$ cat config.mk
export PLATFORM = sky130hd
export DESIGN_NAME = cache_req_arbiter
export DESIGN_NICKNAME = d
export VERILOG_FILES = /design/src/rtl/cache_req_arbiter.sv
export SDC_FILE = /design/constraint.sdc
export NUM_CORES = 1
export LEC_CHECK = 0
export CAP_MARGIN = 20
export CORE_MARGIN = 2
export CORE_UTILIZATION = 39
export CTS_CLUSTER_DIAMETER = 40
export DETAILED_ROUTE_END_ITERATION = 10
export HOLD_SLACK_MARGIN = 0.15
export PLACE_DENSITY_LB_ADDON = 0.1
export SLEW_MARGIN = 20
export SYNTH_ARGS = -nofsm -noshare
export SYNTH_HDL_FRONTEND = slang
export SYNTH_SLANG_ARGS = --single-unit
$ cat constraint.sdc
create_clock -name clk -period 2.3 [get_ports clk]
set_clock_uncertainty 0.15 [all_clocks]
set_input_delay 0.46 -clock clk [delete_from_list [all_inputs] [get_ports clk]]
set_output_delay 0.46 -clock clk [all_outputs]
set_load 0.02 [all_outputs]
$ cat src/rtl/cache_req_arbiter.sv
// Round-robin arbiter that shares one cache_controller port between two
// requesters. It runs one transaction at a time (issue, wait, respond),
// aborts a transaction on timeout, and keeps saturating hit/miss counters.
module cache_req_arbiter #(
    parameter int AW      = 8,
    parameter int DW      = 8,
    parameter int TIMEOUT = 16
) (
    input  logic          clk,
    input  logic          rst_b,
    input  logic          req0,
    input  logic          req1,
    input  logic          op0,
    input  logic          op1,
    input  logic [AW-1:0] addr0,
    input  logic [AW-1:0] addr1,
    input  logic [DW-1:0] wdata0,
    input  logic [DW-1:0] wdata1,
    output logic          gnt0,
    output logic          gnt1,
    output logic          done0,
    output logic          done1,
    output logic [DW-1:0] rdata,
    output logic          hit,
    output logic          err,
    output logic          c_valid,
    output logic          c_opcode,
    output logic [AW-1:0] c_addr,
    output logic [DW-1:0] c_wdata,
    input  logic          c_ready,
    input  logic          c_hit_miss,
    input  logic [DW-1:0] c_rdata,
    output logic [15:0]   hit_cnt,
    output logic [15:0]   miss_cnt
);

    // The timer only has to count up to TIMEOUT-1.
    localparam int TW = (TIMEOUT > 2) ? $clog2(TIMEOUT) : 1;

    typedef enum logic [1:0] {
        IDLE  = 2'd0,
        ISSUE = 2'd1,
        WAIT  = 2'd2,
        RESP  = 2'd3
    } state_t;

    state_t        state;
    state_t        state_nxt;
    logic          rr_ptr;      // 0: port 0 favoured on contention, 1: port 1
    logic          win_id;      // port that owns the current transaction
    logic          win_sel;
    logic          any_req;
    logic          timer_exp;
    logic [TW-1:0] timer;

    // Counters stick at all-ones instead of wrapping.
    function automatic logic [15:0] sat_inc(input logic [15:0] v);
        return (v == 16'hFFFF) ? v : v + 16'd1;
    endfunction

    assign any_req   = req0 | req1;
    // A lone requester always wins; on contention the pointer decides.
    assign win_sel   = (req0 & req1) ? rr_ptr : req1;
    assign timer_exp = (timer == TW'(TIMEOUT - 1));

    // Next-state logic for the IDLE -> ISSUE -> WAIT -> RESP sequence.
    always_comb begin
        state_nxt = state;
        case (state)
            IDLE:    if (any_req) state_nxt = ISSUE;
            ISSUE:   state_nxt = WAIT;
            WAIT:    if (c_ready || timer_exp) state_nxt = RESP;
            RESP:    state_nxt = IDLE;
            default: state_nxt = IDLE;
        endcase
    end

    // State register.
    always_ff @(posedge clk or posedge rst_b) begin
        if (rst_b) state <= IDLE;
        else       state <= state_nxt;
    end

    // Pick the winner, latch its request fields and move the pointer to the loser.
    always_ff @(posedge clk or posedge rst_b) begin
        if (rst_b) begin
            rr_ptr   <= 1'b0;
            win_id   <= 1'b0;
            c_opcode <= 1'b0;
            c_addr   <= '0;
            c_wdata  <= '0;
        end else if (state == IDLE && any_req) begin
            win_id   <= win_sel;
            rr_ptr   <= ~win_sel;
            c_opcode <= win_sel ? op1    : op0;
            c_addr   <= win_sel ? addr1  : addr0;
            c_wdata  <= win_sel ? wdata1 : wdata0;
        end
    end

    // WAIT-cycle timer: cleared while issuing, counts while no completion arrives.
    always_ff @(posedge clk or posedge rst_b) begin
        if (rst_b)                                      timer <= '0;
        else if (state == ISSUE)                        timer <= '0;
        else if (state == WAIT && !c_ready && !timer_exp) timer <= timer + TW'(1);
    end

    // Capture the cache result (or the timeout) and update statistics.
    always_ff @(posedge clk or posedge rst_b) begin
        if (rst_b) begin
            rdata    <= '0;
            hit      <= 1'b0;
            err      <= 1'b0;
            hit_cnt  <= '0;
            miss_cnt <= '0;
        end else if (state == WAIT) begin
            if (c_ready) begin
                rdata <= c_rdata;
                hit   <= c_hit_miss;
                err   <= 1'b0;
                if (c_hit_miss) hit_cnt  <= sat_inc(hit_cnt);
                else            miss_cnt <= sat_inc(miss_cnt);
            end else if (timer_exp) begin
                // Aborted: rdata keeps its old value, nothing is counted.
                hit <= 1'b0;
                err <= 1'b1;
            end
        end
    end

    // Grant/issue and done strobes decoded from state and owner.
    always_comb begin
        c_valid = (state == ISSUE);
        gnt0    = c_valid & ~win_id;
        gnt1    = c_valid &  win_id;
        done0   = (state == RESP) & ~win_id;
        done1   = (state == RESP) &  win_id;
    end

endmodule

# Word level (Yosys, flattened, before mapping)
# Index checks and enable logic that the tools add are counted.
totals:
  reg_bits: 67
  inputBits: 48
  out_inout_bits: 64
  word_cells: 61
op_classes:
  addsub: 3
  n_eq_ne: 8
  mux: 13
  n_bitwise: 11
  reduce_logical: 14
ops:
  columns: ["cell", "n"]
  rows:
  - ["adder 16 x 1 -> 16 bit, second input constant", 2]
  - ["== test 16 bit, second input constant", 2]
  - ["two-way mux 8 bit", 2]
  - ["two-way mux 4 bit", 2]
  - ["one-hot mux 2 bit (4 select lines)", 1]
  - ["AND reduction 4 bit", 2]
  - ["two-way mux 1 bit", 6]
  - ["AND reduction 2 bit", 3]
  - ["bitwise AND 1 bit", 5]
  - ["inverter 1 bit", 5]
  - ["adder 4 x 1 -> 4 bit, second input constant", 1]
  - ["== test 2 bit, second input constant", 2]
  - ["== test 4 bit, second input constant", 1]
  - ["two-way mux 2 bit", 2]
  - ["inequality test 2 bit, second input constant", 2]
  - ["nonzero test 2 bit", 2]
  - ["logical AND 1 bit", 3]
  - ["== test 2 x 1 -> 1 bit, second input constant", 1]
  - ["zero test 1 bit", 2]
  - ["zero test 2 bit", 1]
  - ["logical OR 1 bit", 1]
  - ["OR 1 bit", 1]

# Longest topological paths before layout
# Gate-level depths: netlist of the first run.
depth:
  word_depth: 5
  ltp_mapped: 7
  depth_no_buf: 6

# Worst setup path after synthesis of the first run
# Ideal clock, no wire load.
synth_path:
  kind: "register to register"
  from: "reg hit_cnt[0]"
  to: "reg hit_cnt[1]"
  arrival_ns: 1.728
  required_time_ns: 2.025
  path_slack_ns: 0.297
  path_stages_with_launch: 6
  n_path_buf: 0
  synth_period_minus_slack_ns: 2.003
  cell_sequence: "dfrtp_1 ha_1 nand4_1 nor4_4 nor2_2 mux2_4"
synth_via:
  elab_chain_len: 3
  word_cells_on_any_way: 4
synth_rtl:
  columns: ["item", "line", "source"]
  rows:
  - ["start, declared", "33", "output logic [15:0] hit_cnt,"]
  - ["start signal, assigned", "121", "if (c_hit_miss) hit_cnt <= sat_inc(hit_cnt);"]
  - ["parallel branches: the longest is 3 deep, another holds adder 16 x 1 -> 16 bit", null, null]
# Parallel ways; which one is timed is not known.
# A chain may end at the register's enable or synchronous reset.

# Worst setup path after layout of the first run
layout_path:
  from: "reg state[1]"
  to: "out gnt1"
layout_via:
  elab_chain_len: 2
layout_rtl:
  columns: ["item", "line", "source"]
  rows:
  - ["start, declared", "47", "state_t state;"]
  - ["start signal, assigned", "81", "else state <= state_nxt;"]
  - ["== test 2 x 1 -> 1 bit", "133", "c_valid = (state == ISSUE);"]
  - ["bitwise AND 1 bit", "135", "gnt1 = c_valid & win_id;"]
  - ["end, declared", "20", "output logic gnt1,"]
# Every way passes these cells.

==> results.py, run 1 <==
metrics = {
    "global_route": {
        "grt_pass1_vias": 2546,
        "grt_max_degree": 68,
        "grt_overflow": 0,
        "track_usage_pct": 17.9,
        "grt_pass1_wl_mm": 12.4,
        "grt_antenna_before_repair": 0,
    },
    "clock_network": {
        "clk_pin_slew_ps": 70,
        "cts_tree": "yes",
        "clk_latency_ps": 330,
        "cts_sinks": 67,
        "clock_path_buffers": 2,
        "h-tree-depth": 3,
        "cts_buffers": 9,
        "cts_root_buffer": "clkbuf_8",
    },
    "power_and_ir_drop": {
        "pwr-share-clk_pct": 20.1,
        "powerDensity_nw_per_um2": 1020,
        "leakagePower_nw": 2.21,
        "pwr-share-comb_pct": 43.3,
        "p_switching_mw": 1.73,
        "p_total_mw": 4.85,
        "pwr-share-seq_pct": 36.6,
        "vdd_drop_max_mv": 0.658,
        "switching_share_pct": 35.7,
        "power.internal_mw": 3.12,
    },
    "placement": {
        "place_hpwl_mm": 5.41,
        "dpl.cell_count": 499,
        "dpl_cell_area_um2": 4530,
        "gp_congestion": 0.745,
        "post-place-ws_ps": 29.1,
        "port_buffers": 111,
    },
    "setup_path": {
        "r2r_slack_ps": 270,
        "critPathSlowestCell": "dfrtp_1",
        "end_kind": "output pin",
        "crit_required_ps": 1690,
        "crit_chain": "inv_1 > ha_1 > and2_1 > dlygate4sd2_1",
        "critPathArrivalTime_ps": 1550,
        "path_max_fanout": 4,
        "worstSetupPathType": "reg2out",
        "slowest_delay_ps": 400,
        "start_kind": "flop",
    },
    "floorplanning": {
        "start_util_pct": 40.5,
        "fp.dieH_um": 94.0,
        "die_area_um2": 8840,
        "io_pins": 112,
        "num_rows": 32,
        "core_um2": 7810,
        "die_x_um": 94.0,
    },
    "sta": {
        "max_slew_margin_pct": 67.7,
        "tightest_slew_ps": 481,
        "period_share_pct": 94.0,
        "hold_ws_ps": 344,
        "fin_ws_ps": 139,
        "fin_crit_ps": 2160,
        "fmax_ghz": 0.463,
        "tns_ps": 0,
        "setup_viol": 0,
        "grt_setup_unrepaired": "false",
        "slew_viol_final": 0,
        "hold_viol": 0,
    },
    "layout": {
        "nNetsFinal": 464,
        "final-instance-count-excl-fill": 515,
        "postLayoutCoreUtil_pct": 60.6,
        "seqCellArea_um2": 1680,
        "area_growth_pct": 49.7,
        "nFillCells": 714,
        "final_area_um2": 4730,
        "final_common_cell": "clkdlybuf4s50_1",
        "mostFrequentLayoutCells": "clkdlybuf4s50_1, dfrtp_1, inv_1",
        "drive_gt1_share_pct": 13.6,
        "multi_input_area_um2": 1370,
        "diodes": 0,
    },
    "yosys": {
        "synth_top_area_share_pct": 53.0,
        "yosysWarnings": 0,
        "synth_area_um2": 3160,
        "synth_cell_types": 47,
        "seq_area_frac_synth_pct": 53.0,
        "synth_cells": 274,
        "ys_ff_latch": 67,
        "synth_top_cell_by_area": "dfrtp_1",
        "synth_nets": 330,
        "avgSynthCellArea_um2": 11.5,
        "synth_area_leaders": "dfrtp_1, a222oi_1, xor2_1, mux2_2, ha_1",
    },
    "route": {
        "wl_mm": 7.53,
        "drt-initial-drc-count": 189,
        "wl_per_cell_um": 14.6,
        "ant_nets": 0,
        "drt-pass1-iter-count": 6,
        "viasPerCell": 5.17,
        "vias": 2663,
        "drc": 0,
    },
    "worst_hold_path": {
        "worstHoldPathType": "reg2reg",
    },
    "job": {
        "maxCapViolations": 0,
    },
    "outcome": {
        "outcome": "complete, no violations",
    },
}
cells in the mapped netlist, drive strengths merged:
| cell | instances |
|---|---|
| xor2 | 18 |
| and3b | 1 |
| mux2i | 1 |
| nor2 | 9 |
| ha | 8 |
| a21boi | 1 |
| and3 | 7 |
| nand4b | 1 |
| nand3 | 14 |
| nor4b | 1 |
| nand4 | 9 |
| o2111ai | 1 |
| or2 | 1 |
| xnor2 | 11 |
| a222oi | 17 |
| mux2 | 10 |
| inv | 23 |
| and4 | 4 |
| buf | 1 |
| nor4 | 5 |
| a21oi | 5 |
| a31oi | 6 |
| a21o | 2 |
| nor3b | 2 |
| o211ai | 2 |
| a311oi | 1 |
| nand2 | 14 |
| or4 | 2 |
| and2 | 4 |
| nor2b | 4 |
| or2b | 1 |
| clkbuf | 5 |
| a41oi | 1 |
| o21ai | 4 |
| nor3 | 10 |
| dfrtp | 67 |
| o32a | 1 |
worst max-delay path: cells and delay by family (launching register included):
| kind | cells | cell delay (ps) |
|---|---|---|
| adders and majority gates | 1 | 220 |
| and+or+nand+nor | 1 | 140 |
| DFF | 1 | 400 |
| buffers and inverters | 2 | 460 |
power groups by stage:
stage	Clock (mW)	Sequential (mW)	Combinational, mW
2_1_floorplan	0	2.12	0.776
3_3_place_gp	0	1.78	2.11
3_5_place_dp	0	1.80	2.14
4_1_cts	1.01	1.78	2.13
5_1_grt	1.06	1.83	2.29
6_report	0.975	1.78	2.10
layer usage:
| layer | part of all wire [%] | global-route usage (%) |
|---|---|---|
| met5 | 0 | 0 |
| met3 | 6.1 | 6.02 |
| met2 | 49 | 28.9 |
| met4 | 0.93 | 3.99 |
| met1 | 44 | 23.3 |
layout make-up:
class | count | share of cell area, %
Sequential cell | 67 | 35.4
Clock buffer | 12 | 3.07
Tap cell | 102 | 2.70
Timing Repair Buffer | 129 | 26.9
Inverter | 23 | 1.82
Multi-Input combinational cell | 178 | 29.0
Clock inverter | 4 | 1.06
path summary, 6_finish.rpt:
kind	from	endpoint	cells past startpoint
max in group asynchronous	rst_b	miss_cnt[5]	3
max	state[1]	gnt1	4
min	c_addr[0]	c_addr[0]	2
max reg2reg	state[0]	miss_cnt[15]	6
min reg2reg	c_addr[0]	c_addr[0]	2
min in group asynchronous	rst_b	c_wdata[0]	3
flip-flops by register name, summed over array words and instances (netlist names):
| signal | flops |
|---|---|
| c_addr | 8 |
| c_opcode | 1 |
| c_wdata | 8 |
| err | 1 |
| hit | 1 |
| hit_cnt | 16 |
| miss_cnt | 16 |
| rdata | 8 |
| rr_ptr | 1 |
| state | 2 |
| timer | 4 |
| win_id | 1 |
cells by family (layout without fill, tap and decap cells):
family | count (synthesis) | after routing | share of synthesized area (%)
AOI/OAI and AO/OA | 41 | 41 | 10.3
xor gates and xnor gates | 29 | 29 | 8.04
adders and majority gates | 8 | 8 | 3.17
buffers and inverters | 29 | 168 | 3.56
DFF | 67 | 67 | 53.0
muxes | 11 | 11 | 4.00
and+or+nand+nor | 89 | 89 | 17.9
timing repair:
action                                  in CTS  in global routing
gates resized for setup                      3                  3
endpoints found under the setup margin       3                  3
hold buffers                                 0                  0
buffers inserted                             0                  0
Note: power is estimated with default switching activity, not from simulation.
==> run 2, diff against run 1 <==
--- a/config.mk
+++ b/config.mk
@@ -8,7 +8,6 @@
 export CAP_MARGIN = 20
 export CORE_MARGIN = 2
 export CORE_UTILIZATION = 39
-export CTS_CLUSTER_DIAMETER = 40
 export DETAILED_ROUTE_END_ITERATION = 10
 export HOLD_SLACK_MARGIN = 0.15
 export PLACE_DENSITY_LB_ADDON = 0.1
==> results of run 2 <==
Same layout as run 1: the final DEF is identical, and so are final timing and power.
